### src/rtl/sr_pkg.sv
// Shared definitions for the SR command generator: the FSM state encoding
// and the widths of the debounce, pulse and conflict counters.
package sr_pkg;

  typedef enum logic [1:0] {
    IDLE    = 2'd0,
    PULSE_S = 2'd1,
    PULSE_R = 2'd2,
    GAP     = 2'd3
  } state_t;

  localparam int DB_CNT_W       = 8;  // holds DB_CYCLES-1 for DB_CYCLES up to 255
  localparam int PULSE_CNT_W    = 4;  // holds PULSE_LEN-1 for PULSE_LEN up to 15
  localparam int CONFLICT_CNT_W = 8;

  localparam logic [CONFLICT_CNT_W-1:0] CONFLICT_CNT_MAX = '1;

endpackage

### src/rtl/sr_debounce.sv
// Synchroniser + debouncer for one raw asynchronous input. Produces a
// one-cycle registered event on each debounced 0->1 transition.
module sr_debounce
  import sr_pkg::*;
#(
  parameter int DB_CYCLES = 4
) (
  input  logic clk,
  input  logic rst,
  input  logic i_raw,
  output logic o_rise
);

  logic                r_sync1;
  logic                r_sync2;
  logic                r_deb;
  logic [DB_CNT_W-1:0] r_cnt;
  logic                r_rise;

  // Two-flop synchroniser, stability counter and debounced level with rise event.
  // NOTE: sequential state uses non-blocking assignments so every flop samples
  // the pre-edge values of the others, exactly like the real hardware.
  always_ff @(posedge clk or posedge rst) begin
    if (rst) begin
      r_sync1 <= 1'b0;
      r_sync2 <= 1'b0;
      r_deb   <= 1'b0;
      r_cnt   <= '0;
      r_rise  <= 1'b0;
    end else begin
      r_sync1 <= i_raw;
      r_sync2 <= r_sync1;
      r_rise  <= 1'b0;
      if (r_sync2 == r_deb) begin
        r_cnt <= '0;
      end else if (r_cnt == DB_CNT_W'(DB_CYCLES - 1)) begin
        r_deb  <= r_sync2;
        r_cnt  <= '0;
        r_rise <= r_sync2;  // only a 0->1 change produces an event
      end else begin
        r_cnt <= r_cnt + DB_CNT_W'(1);
      end
    end
  end

  assign o_rise = r_rise;

endmodule

### src/rtl/sr_cmd_gen.sv
// SR command generator: debounces set/clear requests and issues mutually
// exclusive, fixed-length S/R pulses separated by a one-cycle gap.
// Optional feature macro: SR_CMD_GEN_CONFLICT_CNT_EN adds an 8-bit
// saturating conflict counter output (conflict_cnt).
module sr_cmd_gen
  import sr_pkg::*;
#(
  parameter int DB_CYCLES = 4,
  parameter int PULSE_LEN = 2
) (
  input  logic clk,
  input  logic rst,
  input  logic set_in,
  input  logic clr_in,
  output logic S,
  output logic R,
  output logic busy,
  output logic conflict
`ifdef SR_CMD_GEN_CONFLICT_CNT_EN
  ,
  output logic [CONFLICT_CNT_W-1:0] conflict_cnt
`endif
);

  logic                   w_set_ev;
  logic                   w_clr_ev;
  state_t                 r_state;
  state_t                 w_state_next;
  logic [PULSE_CNT_W-1:0] r_pcnt;
  logic [PULSE_CNT_W-1:0] w_pcnt_next;
  logic                   r_pend_s;
  logic                   r_pend_r;
  logic                   w_pend_s_next;
  logic                   w_pend_r_next;
  logic                   w_conflict_next;
  logic                   w_want_s;
  logic                   w_want_r;
  logic                   r_s;
  logic                   r_r;
  logic                   r_conflict;

  sr_debounce #(.DB_CYCLES(DB_CYCLES)) u_db_set (
    .clk    (clk),
    .rst    (rst),
    .i_raw  (set_in),
    .o_rise (w_set_ev)
  );

  sr_debounce #(.DB_CYCLES(DB_CYCLES)) u_db_clr (
    .clk    (clk),
    .rst    (rst),
    .i_raw  (clr_in),
    .o_rise (w_clr_ev)
  );

  assign w_want_s = w_set_ev | r_pend_s;
  assign w_want_r = w_clr_ev | r_pend_r;

  // Next-state, pulse counter, pending flags and conflict decision.
  // NOTE: every signal gets a default first so no path leaves it unassigned,
  // which would otherwise infer a latch.
  always_comb begin
    w_state_next    = r_state;
    w_pcnt_next     = r_pcnt;
    w_pend_s_next   = r_pend_s;
    w_pend_r_next   = r_pend_r;
    w_conflict_next = 1'b0;
    case (r_state)
      IDLE: begin
        if (w_want_s && w_want_r) begin
          w_pend_s_next   = 1'b0;
          w_pend_r_next   = 1'b0;
          w_conflict_next = 1'b1;
        end else if (w_want_s) begin
          w_state_next  = PULSE_S;
          w_pcnt_next   = '0;
          w_pend_s_next = 1'b0;
        end else if (w_want_r) begin
          w_state_next  = PULSE_R;
          w_pcnt_next   = '0;
          w_pend_r_next = 1'b0;
        end
      end
      PULSE_S, PULSE_R: begin
        w_pend_s_next = r_pend_s | w_set_ev;
        w_pend_r_next = r_pend_r | w_clr_ev;
        if (r_pcnt == PULSE_CNT_W'(PULSE_LEN - 1)) begin
          w_state_next = GAP;
        end else begin
          w_pcnt_next = r_pcnt + PULSE_CNT_W'(1);
        end
      end
      GAP: begin
        w_pend_s_next = r_pend_s | w_set_ev;
        w_pend_r_next = r_pend_r | w_clr_ev;
        w_state_next  = IDLE;
      end
      default: w_state_next = IDLE;
    endcase
  end

  // State register and registered command/conflict outputs.
  always_ff @(posedge clk or posedge rst) begin
    if (rst) begin
      r_state    <= IDLE;
      r_pcnt     <= '0;
      r_pend_s   <= 1'b0;
      r_pend_r   <= 1'b0;
      r_s        <= 1'b0;
      r_r        <= 1'b0;
      r_conflict <= 1'b0;
    end else begin
      r_state    <= w_state_next;
      r_pcnt     <= w_pcnt_next;
      r_pend_s   <= w_pend_s_next;
      r_pend_r   <= w_pend_r_next;
      r_s        <= (w_state_next == PULSE_S);
      r_r        <= (w_state_next == PULSE_R);
      r_conflict <= w_conflict_next;
    end
  end

  assign S        = r_s;
  assign R        = r_r;
  assign busy     = (r_state != IDLE);
  assign conflict = r_conflict;

`ifdef SR_CMD_GEN_CONFLICT_CNT_EN
  logic [CONFLICT_CNT_W-1:0] r_conflict_cnt;

  // Saturating count of conflict pulses, updated together with the pulse.
  always_ff @(posedge clk or posedge rst) begin
    if (rst) begin
      r_conflict_cnt <= '0;
    end else if (w_conflict_next && (r_conflict_cnt != CONFLICT_CNT_MAX)) begin
      r_conflict_cnt <= r_conflict_cnt + CONFLICT_CNT_W'(1);
    end
  end

  assign conflict_cnt = r_conflict_cnt;
`endif

endmodule

### config.mk
export PLATFORM = sky130hd
export DESIGN_NAME = sr_cmd_gen
export DESIGN_NICKNAME = d
export VERILOG_FILES = /design/src/rtl/sr_pkg.sv /design/src/rtl/sr_debounce.sv /design/src/rtl/sr_cmd_gen.sv
export SDC_FILE = /design/constraint.sdc
export NUM_CORES = 1
export LEC_CHECK = 0
export ABC_AREA = 1
export ABC_CLOCK_PERIOD_IN_PS = 1370
export CAP_MARGIN = 10
export CORE_MARGIN = 4
export CORE_UTILIZATION = 50
export DETAILED_ROUTE_END_ITERATION = 8
export GPL_ROUTABILITY_DRIVEN = 1
export PLACE_DENSITY_LB_ADDON = 0.25
export SLEW_MARGIN = 20
export SYNTH_ARGS = -nofsm -noshare
export SYNTH_HDL_FRONTEND = slang
export SYNTH_SLANG_ARGS = --single-unit
### constraint.sdc
create_clock -name clk -period 1.37 [get_ports clk]
set_clock_uncertainty 0.15 [all_clocks]
set_input_delay 0.274 -clock clk [delete_from_list [all_inputs] [get_ports clk]]
set_output_delay 0.274 -clock clk [all_outputs]
set_load 0.01 [all_outputs]
==> key figures <==
Floorplanning
  – Chip height: 65.54 um
  – Row count: 20
  – Core Box Area: 3103 um2
  – Die X: 65.54 um
  – Initial core utilization: 0.5335
  – Die area: 4295 um2
  – I/O Pins: 8

Power
  – Peak supply drop: 1.061 mV
  – Power density cells: 1776 nW/um2
  – Clock network power share: 0.235
  – Post-layout total power: 3.908 mW
  – Cell Int Power: 2.507 mW
  – Sw Share: 0.3585
  – Combinational share of power: 0.423
  – Sw Pwr: 1.401 mW
  – Leak pwr: 1.085 nW
  – Reg power frac: 0.341

STA
  – Post-route minimum period: 1.539 ns
  – RSZ-0062 raised after global routing: yes
  – Max Slew Vio Count: 0
  – Hold Slack: 0.1296 ns
  – Worst-margin pin slew: 0.2730 ns
  – Fin crit share: 1.123
  – Fin. Hold Viols: 0
  – Final setup fails: 8
  – Fmax: 649.7 MHz
  – Slack of the critical path: -0.1692 ns
  – Slew headroom: 0.8174

Worst setup path
  – Type of origin of the critical path: register
  – Worst path bufs/invs: 3
  – Critical path capture point type: output pin
  – Worst EP required: 0.95 ns
  – Largest stage delay on the critical path: 0.41 ns
  – Crit path cell chain: inv_2 -> ha_4 -> inv_2 -> buf_6
  – R2R cell count: 9
  – Worst-path fanout max: 2
  – Critical path type: reg2out
  – WP data arrival: 1.12 ns
  – WP depth: 4
  – CP dominant cell by count: inv_2
  – Reg2reg setup slack: -0.15 ns
  – CP delay by family, top: flip-flops
  – Slowest-stage cell, CP: dfrtp_1

Finish
  – Area of the multi-input gates: 817.0 um2
  – Nets@finish: 238
  – Most frequent cells in the layout: dfrtp_1 (34), nand2_1 (34), nor2_1 (28), buf_4 (20), inv_1 (19)
  – Antenna Cells: 0
  – P&R area growth vs syn: 32.96%
  – # fillers: 245
  – Fraction of layout cells with a size suffix above 1: 0.3435
  – Final instance area: 2201 um2
  – Storage cell area: 877.1 um2

Routing
  – DR iter-0 viols: 71
  – Via density: 5.139
  – Post-DRT Antenna Nets: 0
  – WL final: 3495 um
  – Drt drc: 0
  – Drt first pass iters: 6
  – WL/cell: 12.76 um
  – Vias: 1408

GRT
  – Gr usage total: 0.1757
  – Largest net degree at the start of global routing: 36
  – Initial antenna violation count: 0
  – Vias in the first global route: 1323
  – GRT overflow: 0
  – First-pass GRT wire length: 5651 um

CTS
  – Maximum root-to-sink buffer count: 2
  – Clock latency on the worst-skew pair: 0.34 ns
  – Root buffer cell: clkbuf_4
  – CTS tree: yes
  – H-tree depth: 2
  – Clk sink count: 35
  – Clock Pin Slew Worst Setup and Hold Paths: 0.11 ns
  – CTS buffer count: 5

Yosys
  – Cell area after synthesis: 1655 um2
  – Synth top area cells: dfrtp_1 (53%), nand2_1 (9.3%), nor2_1 (7.9%)
  – Post-synth cell types: 23
  – Syn nets: 202
  – Share of the synthesized area in the top cell type: 0.5291
  – Synth Warn #: 0
  – Biggest area consumer among synthesized cells: dfrtp_1
  – Post-synthesis area per instance: 8.577 um2
  – Number of synthesized register bits: 35
  – Post-synthesis sequential area ratio: 0.5291
  – Mapped Cells: 193

Place
  – RD Place Congestion: 0.8757
  – Dpl hpwl: 2171 um
  – Port-buffer cells: 7
  – Post-DP Area: 1871 um2

Run status
  – Status: finished, violations left
  – Violated checks: negative setup slack

Worst hold path
  – Hold Crit Class: in2async

Job
  – Max-cap viol count: 0
[final cells by class]
type / count / area share
Clock buffer: 6 / 0.01876
Clock inverter: 2 / 0.02729
Inverter: 26 / 0.04434
Multi-Input combinational cell: 131 / 0.3712
Sequential cell: 35 / 0.3985
Tap cell: 44 / 0.02501
Timing Repair Buffer: 30 / 0.1148
[Yosys cell counts, drive strengths merged]
| master | number |
|---|---|
| nor3 | 3 |
| nand4 | 4 |
| o21ai | 9 |
| inv | 26 |
| dfrtp | 35 |
| a21oi | 3 |
| o21bai | 1 |
| buf | 1 |
| a31oi | 1 |
| nor3b | 4 |
| xnor2 | 3 |
| xor2 | 3 |
| nand3 | 13 |
| nor2 | 40 |
| nand2 | 42 |
| ha | 5 |
[tightest hold or removal path: stages]
cell and delay [ns]:
clkdlybuf4s50_1 0.40, inv_1 0.10, buf_12 0.22
[power by group through the flow]
stage	sequential (mW)	combinational, mW	clock (mW)
6_report	1.33	1.65	0.920
5_1_grt	1.35	1.83	0.996
2_1_floorplan	1.34	0.748	0
3_5_place_dp	1.34	1.17	0
3_3_place_gp	1.33	1.12	0
4_1_cts	1.32	1.34	0.937
[worst paths after layout]
path	from	endpoint
setup reg to reg	r_state[1]	r_pcnt[2]
setup / recovery	r_state[0]	busy
max in group asynchronous	rst	u_db_set.r_cnt[2]
min in group clk	set_in	u_db_set.r_sync1
hold / removal	rst	r_pend_r
hold reg to reg	u_db_set.r_sync1	u_db_set.r_sync2
[state kept, by name, indices dropped and copies added, names as in the netlist]
register	cells
S	1
r_pend_s	1
u_db_clr.o_rise	1
u_db_clr.r_cnt	8
u_db_set.r_sync2	1
u_db_set.r_sync1	1
u_db_clr.r_deb	1
r_state	2
r_pend_r	1
u_db_set.r_cnt	8
u_db_set.r_deb	1
conflict	1
u_db_clr.r_sync1	1
r_pcnt	4
u_db_set.o_rise	1
u_db_clr.r_sync2	1
R	1
[through the flow]
step | std cells | setup WS (ns) | TNS (ns) | utilization
2_1_floorplan | 193 | 0.006013 | 0 | -
6_report | 274 | -0.1692 | -0.9214 | 0.7093
5_1_grt | 274 | -0.2377 | -2.137 | 0.7093
4_1_cts | 264 | -0.1890 | -0.4198 | 0.6536
3_5_place_dp | 253 | -0.2365 | -0.9200 | 0.6028
3_3_place_gp | 253 | -0.2124 | -0.5926 | 0.6028
[per-layer routing]
layer,GRT usage,wire length (um),vias to the layer above
met5,0,0,-
met4,0.06218,61,0
met3,0.06154,139,10
met2,0.3211,1897,34
met1,0.1847,1396,685
li1,-,-,679
[repair_timing]
action | CTS | global route
gates resized for setup | 27 | 28
buffers inserted | 3 | 10
hold buffers | 0 | 0
pin swaps | 6 | 14
gates cloned | 0 | 0
endpoints found under the setup margin | 12 | 22
[logic make-up after synthesis]
group           Yosys count  synth area share
xor+xnor                  6           0.03629
compound gates           14           0.04460
flops                    35            0.5291
simple gates            106            0.2887
buf+inv                  27           0.06349
fa+ha+maj                 5           0.03779
No activity file was read; power rests on OpenSTA's default activity.
